===== config.mk =====
export PLATFORM = sky130hd
export DESIGN_NAME = cr16_alu
export DESIGN_NICKNAME = d
export VERILOG_FILES = /design/src/rtl/cr16_alu.sv
export SDC_FILE = /design/constraint.sdc
export NUM_CORES = 1
export LEC_CHECK = 0
export BUFFER_PORTS_ARGS = -buffer_cell sky130_fd_sc_hd__buf_4
export CORE_AREA = 4 4 104 106
export DETAILED_ROUTE_END_ITERATION = 6
export DIE_AREA = 0 0 108 110
export GPL_TIMING_DRIVEN = 0
export PLACE_DENSITY = 0.78
export SYNTH_ARGS = -nofsm -noshare
export SYNTH_HDL_FRONTEND = slang
export SYNTH_SLANG_ARGS = --single-unit
export TNS_END_PERCENT = 10

===== constraint.sdc =====
create_clock -name vclk -period 7.33
set_clock_uncertainty 0.05 [all_clocks]
set_input_delay 1.0995 -clock vclk [all_inputs]
set_output_delay 1.0995 -clock vclk [all_outputs]
set_load 0.1 [all_outputs]

===== src/rtl/cr16_alu.sv =====
// rtl/cr16_alu.sv - CR16-style 16-bit ALU with optional status hold register
//
// Purpose: combinational 16-bit ALU (add/sub with signed and unsigned flag
// variants, bitwise logic, shifts). It has an optional status register that
// holds the last enabled flags while the ALU is disabled.
//
// Optional feature macro: CR16_ALU_STATUS_HOLD_EN
//   defined   - status register built; O_STATUS shows it while I_ENABLE=0
//   undefined - no register; O_STATUS=0 while I_ENABLE=0; I_CLK/I_RESET unused
//
// Ports:
//   I_CLK     in   1   clock for the status register
//   I_RESET   in   1   synchronous active-high reset of the status register
//   I_ENABLE  in   1   1 = outputs follow the operation result
//   I_A       in  16   operand A (subtrahend, shifted value)
//   I_B       in  16   operand B (minuend, shift amount)
//   I_OPCODE  in   4   operation select
//   O_C       out 16   result
//   O_STATUS  out  5   {N, Z, F, L, C}
module cr16_alu (
  input  logic        I_CLK,
  input  logic        I_RESET,
  input  logic        I_ENABLE,
  input  logic [15:0] I_A,
  input  logic [15:0] I_B,
  input  logic [3:0]  I_OPCODE,
  output logic [15:0] O_C,
  output logic [4:0]  O_STATUS
);

  localparam logic [3:0] OP_ADD   = 4'd0;
  localparam logic [3:0] OP_ADDU  = 4'd1;
  localparam logic [3:0] OP_ADDC  = 4'd2;
  localparam logic [3:0] OP_ADDCU = 4'd3;
  localparam logic [3:0] OP_SUB   = 4'd4;
  localparam logic [3:0] OP_SUBU  = 4'd5;
  localparam logic [3:0] OP_AND   = 4'd6;
  localparam logic [3:0] OP_OR    = 4'd7;
  localparam logic [3:0] OP_XOR   = 4'd8;
  localparam logic [3:0] OP_NOT   = 4'd9;
  localparam logic [3:0] OP_LSH   = 4'd10;
  localparam logic [3:0] OP_RSH   = 4'd11;
  localparam logic [3:0] OP_ALSH  = 4'd12;
  localparam logic [3:0] OP_ARSH  = 4'd13;

  logic        carry_in;
  logic [16:0] add_sum;
  logic [16:0] sub_diff;
  logic        add_ovf;
  logic        sub_ovf;
  logic [15:0] result;
  logic        c_flag;
  logic        l_flag;
  logic        f_flag;
  logic        n_flag;
  logic [4:0]  comb_status;
  logic [4:0]  held_status;

  // Opcodes 2 and 3 are the carry-in variants; bit 1 selects the +1.
  assign carry_in = I_OPCODE[1];
  assign add_sum  = {1'b0, I_A} + {1'b0, I_B} + {16'b0, carry_in};
  // Bit 16 of the extended difference is the unsigned borrow (B < A).
  assign sub_diff = {1'b0, I_B} - {1'b0, I_A};

  assign add_ovf = (I_A[15] == I_B[15]) && (add_sum[15] != I_A[15]);
  assign sub_ovf = (I_A[15] != I_B[15]) && (sub_diff[15] != I_B[15]);

  always_comb begin
    result = '0;
    c_flag = 1'b0;
    l_flag = 1'b0;
    f_flag = 1'b0;
    n_flag = 1'b0;
    case (I_OPCODE)
      OP_ADD, OP_ADDC: begin
        result = add_sum[15:0];
        f_flag = add_ovf;
        n_flag = add_sum[15];
      end
      OP_ADDU, OP_ADDCU: begin
        result = add_sum[15:0];
        c_flag = add_sum[16];
      end
      OP_SUB: begin
        result = sub_diff[15:0];
        f_flag = sub_ovf;
        // True signed B < A: the result sign, corrected when it overflowed.
        n_flag = sub_diff[15] ^ sub_ovf;
      end
      OP_SUBU: begin
        result = sub_diff[15:0];
        c_flag = sub_diff[16];
        l_flag = sub_diff[16];
      end
      OP_AND:          result = I_A & I_B;
      OP_OR:           result = I_A | I_B;
      OP_XOR:          result = I_A ^ I_B;
      OP_NOT:          result = ~I_A;
      // Shifts by the full 16-bit amount, so B >= 16 naturally yields
      // zero (or all sign bits for ARSH).
      OP_LSH, OP_ALSH: result = I_A << I_B;
      OP_RSH:          result = I_A >> I_B;
      OP_ARSH:         result = $signed(I_A) >>> I_B;
      default:         result = '0;
    endcase
  end

  assign comb_status = {n_flag, (result == 16'd0), f_flag, l_flag, c_flag};

`ifdef CR16_ALU_STATUS_HOLD_EN
  logic [4:0] status_q;

  always_ff @(posedge I_CLK) begin
    if (I_RESET) begin
      status_q <= '0;
    end else if (I_ENABLE) begin
      status_q <= comb_status;
    end
  end

  assign held_status = status_q;
`else
  // Clock and reset have no load in this build.
  logic unused_clk_rst;
  assign unused_clk_rst = &{1'b0, I_CLK, I_RESET};
  assign held_status    = '0;
`endif

  assign O_C      = I_ENABLE ? result      : 16'd0;
  assign O_STATUS = I_ENABLE ? comb_status : held_status;

endmodule


==> summary.txt, run 1 <==
Detailed Routing Iterations Pass 1 = 7
Rel. slew slack = 15.0%
Post-route minimum period = 7.03 ns
Failing checks = design-rule violations
Largest net degree at the start of global routing = 18
Layout cell share with drive strength beyond 1 = 17.5%
Synth Area in Simple Gates = 23.7%
Design area = 0.00597 mm^2
Io pins = 60
FFs & Latches = 0
Worst-path maximum fanout = 14
Final non-filler cell total = 918
Setup repair after global routing missed its margin = no
Final Power = 515 uW
Placer Congestion = 1.10
Crit path DAT = 5.88 ns
Crit path kind = in2out
Critical Path Start Type = primary input
Final ANT Viol Nets = 0
Peak VDD IR = 56.0 uV
First-pass GRT wire length = 37.7 mm
Hold Startpoint = I_ENABLE
Largest family of logic cells by synthesized area = compound AO/OA/AOI/OAI gates
P_leak = 0.00245 uW
Die Y = 110 um
Hold endpoint = O_STATUS[0]
Pwr/cell area = 86.3 mW/mm^2
Number of library cell types mapped by synthesis = 84
Switch share = 66.5%
Synth Cell Area = 0.00529 mm^2
Max Cap Viol = 0
Commonest non-fill, non-tap cell in the layout = buf_4
Routed WL = 24.9 mm
WHS = 2.71 ns
Via count = 6970
Core Area = 0.00977 mm^2
Iteration-0 DRC Markers = 1105
Area Overhead vs Synth = 12.7%
Synth top area cells = ha_1 (11%), mux4_2 (10%), mux2i_1 (5.5%), a21oi_1 (4.6%), clkbuf_1 (3.7%)
Layout net count = 878
Post-DR vias/cell = 7.59
Vias in the first global route = 6595
Syn. warnings = 0
Critical Path Sink Type = primary output
Hold Fails Final Rpt = 0
Sum Neg Setup Slack = 0 ns
Synth Area per Inst = 7.26 um^2
Initial antenna violation count = 1
Worst min path class = in2out
Sequential-to-total area share from yosys stat = 0%
Power share of the clock group = 0%
Mux contribution to synthesized area = 18.3%
GRT Util Overall = 41.3%
Drc violations = 17
Hold Path Depth = 4
Hold Buf Count CTS = 0
Setup violators final = 0
Tcrit/Tclk final = 95.9%
Share of the synthesized area in the top cell type = 11.3%
Wire per inst = 27.1 um
P_sw = 343 uW
Compound-Gate Fraction of Synth Area = 34.9%
DP Wirelength = 19.5 mm
Input/output buffers = 57
Grt total ovfl = 0
Placed cell count = 919
Width of the die = 108 um
Comb power frac = 100.0%
Clkbuf count = 0
Worst-Margin Slew = 1.26 ns
Status = finished with violations
Post-Synth Adder-Cell Area = 12.9%
Most frequent cells in the layout = buf_4 (65), nand2_1 (52), nor2_1 (51), inv_1 (50), a21oi_1 (49)
Syn_nets = 820
Fmax = 142 MHz
Die ar. = 0.0119 mm^2
Row Count = 36
Antenna diodes = 0
Final Max Tran Viols = 0
Data required time of the critical path = 6.18 ns
XOR/XNOR Fraction of Synth Area = 0.993%
Placed Area = 0.00589 mm^2
Flop pwr share = 0%
Register area = 0 um^2
Cell Int Power = 172 uW
Synth area leader = ha_1
Initial Utilization = 54.1%
Post-Syn Instances = 729
[Yosys cell counts, drive strengths merged (9+ instances only)]
cell	number
o22ai	11
a31oi	10
nand2	52
o211ai	18
nand2b	9
a21oi	50
or3	12
a211oi	9
mux2i	29
nor3	20
mux4	25
a221oi	12
nor2	51
o21ai	31
inv	51
and2	15
a221o	10
nand3	15
o221ai	11
ha	48
mux2	10
nand4	9
a2bb2oi	10
clkbuf	53
buf	16
[metrics by stage]
stage	setup WS, ns	util [%]
floorplan	0.0472	-
CTS	0.0152	60.3
finish	0.298	61.0
global placement	-0.727	60.2
global route	0.0178	61.0
detailed placement	-0.813	60.2
[cells by family after synthesis]
logic type      after synthesis
compound gates              253
xor+xnor                      6
fa+ha+maj                    52
simple gates                232
buf+inv                     122
mux                          64
[critical path: stages]
cell,delay [ns]
buf_4,0.24
clkinvlp_4,0.24
clkbuf_4,0.26
ha_4,0.37
nor3_2,0.09
a2111oi_4,0.41
o21ai_0,0.20
a2111o_1,0.43
nand2_1,0.19
o21ai_0,0.11
a21oi_1,0.18
o31ai_1,0.12
fa_1,0.50
a21oi_1,0.16
o221ai_1,0.13
a311oi_1,0.27
o211ai_1,0.14
a41oi_1,0.27
and4_1,0.24
buf_6,0.23
[routing by layer]
metal / track usage, % / share of wire [%]
met5: 0 / 0.048
met4: 21.6 / 7.5
met3: 8.91 / 14
met2: 64.9 / 43
met1: 53.2 / 36
[power by group through the flow]
stage | Combinational [uW] | Sequential, uW | Clock, uW
2_1_floorplan | 343 | 0 | 0
3_3_place_gp | 477 | 0 | 0
3_5_place_dp | 485 | 0 | 0
4_1_cts | 489 | 0 | 0
5_1_grt | 538 | 0 | 0
6_report | 515 | 0 | 0
[how the worst max path moves through the flow]
stage,slack [ns],end,depth (start not counted),start
2_1_floorplan,0.05,O_C[15],20,I_B[2]
6_report,0.30,O_STATUS[3],20,I_B[2]
3_5_place_dp,-0.81,O_STATUS[3],22,I_B[2]
4_1_cts,0.02,O_STATUS[3],21,I_B[0]
5_1_grt,0.02,O_STATUS[3],21,I_B[0]
3_3_place_gp,-0.73,O_STATUS[3],22,I_B[2]
[timing repair]
item	4_1_cts	5_1_grt
buffers inserted	0	7
endpoints found under the setup margin	3	2
gates resized for setup	7	8
[layout make-up]
class / count / area [um^2]
Multi-Input combinational cell: 607 / 4850
Tap cell: 133 / 166
Inverter: 53 / 208
Buffer: 61 / 260
Fill cell: 910 / 3810
Timing Repair Buffer: 64 / 484
Power figures use the tool's default switching activity.
==> run 2: changes to the inputs <==
--- a/config.mk
+++ b/config.mk
@@ -6,11 +6,11 @@
 export NUM_CORES = 1
 export LEC_CHECK = 0
 export BUFFER_PORTS_ARGS = -buffer_cell sky130_fd_sc_hd__buf_4
-export CORE_AREA = 4 4 104 106
+export CORE_AREA = 4 4 138 140
 export DETAILED_ROUTE_END_ITERATION = 6
-export DIE_AREA = 0 0 108 110
+export DIE_AREA = 0 0 142 144
 export GPL_TIMING_DRIVEN = 0
-export PLACE_DENSITY = 0.78
+export PLACE_DENSITY = 0.5
 export SYNTH_ARGS = -nofsm -noshare
 export SYNTH_HDL_FRONTEND = slang
 export SYNTH_SLANG_ARGS = --single-unit
==> summary.txt, run 2 (synthesis results as in run 1) <==
Status = finished clean
Worst min path class = in2out
Commonest non-fill, non-tap cell in the layout = buf_4
Clkbuf count = 0 (unchanged)
Io pins = 60 (unchanged)
Hold Path Depth = 4 (unchanged)
Initial Utilization = 29.7% (-24 points)
Input/output buffers = 57 (unchanged)
Core Area = 0.0178 mm^2 (+83%)
Routed WL = 26.3 mm (+5.6%)
Final ANT Viol Nets = 0 (unchanged)
Iteration-0 DRC Markers = 799 (-28%)
Hold Startpoint = I_ENABLE
Rel. slew slack = 19.0% (+3.9 points)
Cell Int Power = 171 uW (-0.52%)
Largest stage delay, worst path = 0.51 ns (about the same)
Vias in the first global route = 5923 (-10%)
Critical Path Start Type = primary input
Wire per inst = 26.0 um (-4.0%)
P_leak = 0.00244 uW (-0.43%)
Crit path cell chain = buf_4 -> clkbuf_2 -> buf_4 -> inv_4 -> ha_1 -> o21bai_2 -> a2111oi_4 -> o21ai_1 -> a2111o_1 -> nand2_1 -> o21ai_0 -> a21oi_1 -> o31ai_1 -> fa_1 -> a21oi_1 -> o221ai_1 -> a311oi_1 -> o211ai_1 -> a41oi_1 -> and4_1 -> buf_4
Antenna diodes = 0 (unchanged)
GRT Util Overall = 24.6% (-17 points)
Critical path's slowest cell = fa_1
Largest net degree at the start of global routing = 18 (unchanged)
Width of the die = 142 um (+31%)
Critical path's top delay family = compound AO/OA/AOI/OAI gates
Drc violations = 0 (-17)
Grt total ovfl = 0 (unchanged)
Via count = 6614 (-5.1%)
Post-Place Setup Slack = -1.00 ns (-0.188 ns)
Setup repair after global routing missed its margin = no
Max Cap Viol = 0 (unchanged)
Flop pwr share = 0% (unchanged)
Crit path kind = in2out
First-pass GRT wire length = 38.8 mm (+2.9%)
Data required time of the critical path = 6.18 ns (about the same)
Post-route minimum period = 7.06 ns (+0.0323 ns)
Die ar. = 0.0204 mm^2 (+72%)
Area Overhead vs Synth = 14.4%
Critical Path Sink Type = primary output
Row Count = 49 (+36%)
Power share of the clock group = 0% (unchanged)
Peak VDD IR = 54.4 uV (-2.9%)
Tcrit/Tclk final = 96.4% (+0.44 points)
DP Wirelength = 21.4 mm (+9.5%)
Layout cell share with drive strength beyond 1 = 17.3% (-0.17 points)
Initial antenna violation count = 0 (-1)
Crit path DAT = 5.92 ns (+0.04 ns)
Most frequent cells in the layout = buf_4 (62), nand2_1 (52), nor2_1 (51), inv_1 (50), a21oi_1 (49)
Placed cell count = 1015 (+10%)
P_sw = 343 uW (+0.26%)
Final non-filler cell total = 1010 (+10%)
Register area = 0 um^2 (unchanged)
Sum Neg Setup Slack = 0 ns (unchanged)
Hold Fails Final Rpt = 0 (unchanged)
Hold endpoint = O_STATUS[0]
FFs & Latches = 0 (unchanged)
Fmax = 142 MHz (-0.46%)
Detailed Routing Iterations Pass 1 = 5 (-2)
Post-DR vias/cell = 6.55 (-14%)
Worst-path maximum fanout = 17 (+3)
Layout net count = 874 (-0.46%)
Worst-Margin Slew = 1.20 ns (-0.0585 ns)
Final core utilization = 33.9% (-27 points)
Most used cell, CP = buf_4
Placer Congestion = 1.04 (-5.6%)
Crit path buffers/inverters = 5 (+1)
Switch share = 66.7% (+0.17 points)
WHS = 2.70 ns (-0.0173 ns)
Die Y = 144 um (+31%)
Pwr/cell area = 85.0 mW/mm^2 (-1.5%)
FILL cells = 1921 (+110%)
Final worst slack = 0.265 ns (-0.0323 ns)
Setup violators final = 0 (unchanged)
Comb power frac = 100.0% (about the same)
Final Max Tran Viols = 0 (unchanged)
-- run 2: worst max path at each step --
stage,startpoint,endpoint,slack (ns),cells after the start
after floorplan,I_B[2],O_C[15],0.05,20
after global placement,I_B[2],O_STATUS[3],-1.09,22
after detailed placement,I_B[2],O_STATUS[3],-1.00,22
after CTS,I_A[5],O_STATUS[3],0.03,20
after global routing,I_B[1],O_STATUS[3],0.009,20
final,I_B[0],O_STATUS[3],0.27,21
-- run 2: layout make-up --
cell class / count / area [um^2] / area share, %
plain buffers: 61 / 262 / 4.32
inverters: 53 / 206 / 3.41
repair buffers: 60 / 450 / 7.44
well taps: 229 / 287 / 4.73
multi-input cells: 607 / 4850 / 80.1
-- run 2: power groups by stage --
stage               sequential (uW)  clock [uW]  combinational [uW]
global placement                  0           0                 501
detailed placement                0           0                 496
global route                      0           0                 544
finish                            0           0                 515
floorplan                         0           0                 343
CTS                               0           0                 499
-- run 2: metrics by stage --
| step | cell area (um^2) | total power, uW |
|---|---|---|
| 2_1_floorplan | 5290 | 343 |
| 4_1_cts | 6010 | 499 |
| 3_3_place_gp | 6010 | 501 |
| 6_report | 6060 | 515 |
| 3_5_place_dp | 6010 | 496 |
| 5_1_grt | 6060 | 544 |
-- run 2: tightest hold or removal path, stage by stage --
cell and delay, ns:
buf_4 0.14, o2111ai_1 0.10, o21bai_1 0.07, buf_4 0.23
-- run 2: timing repair --
item	CTS	global route
setup buffers	0	3
resized for setup	8	11
endpoints found under the setup margin	4	2
pin swaps	0	1
hold buffers	0	0
-- run 2: per-layer routing --
layer  routed length (um)  track usage [%]  up-vias
met3                 2550             3.47       61
met4                  751             4.60        0
met1                11200             35.2     3194
li1                     -                -     2936
met5                    0                0        -
met2                11800             39.6      423
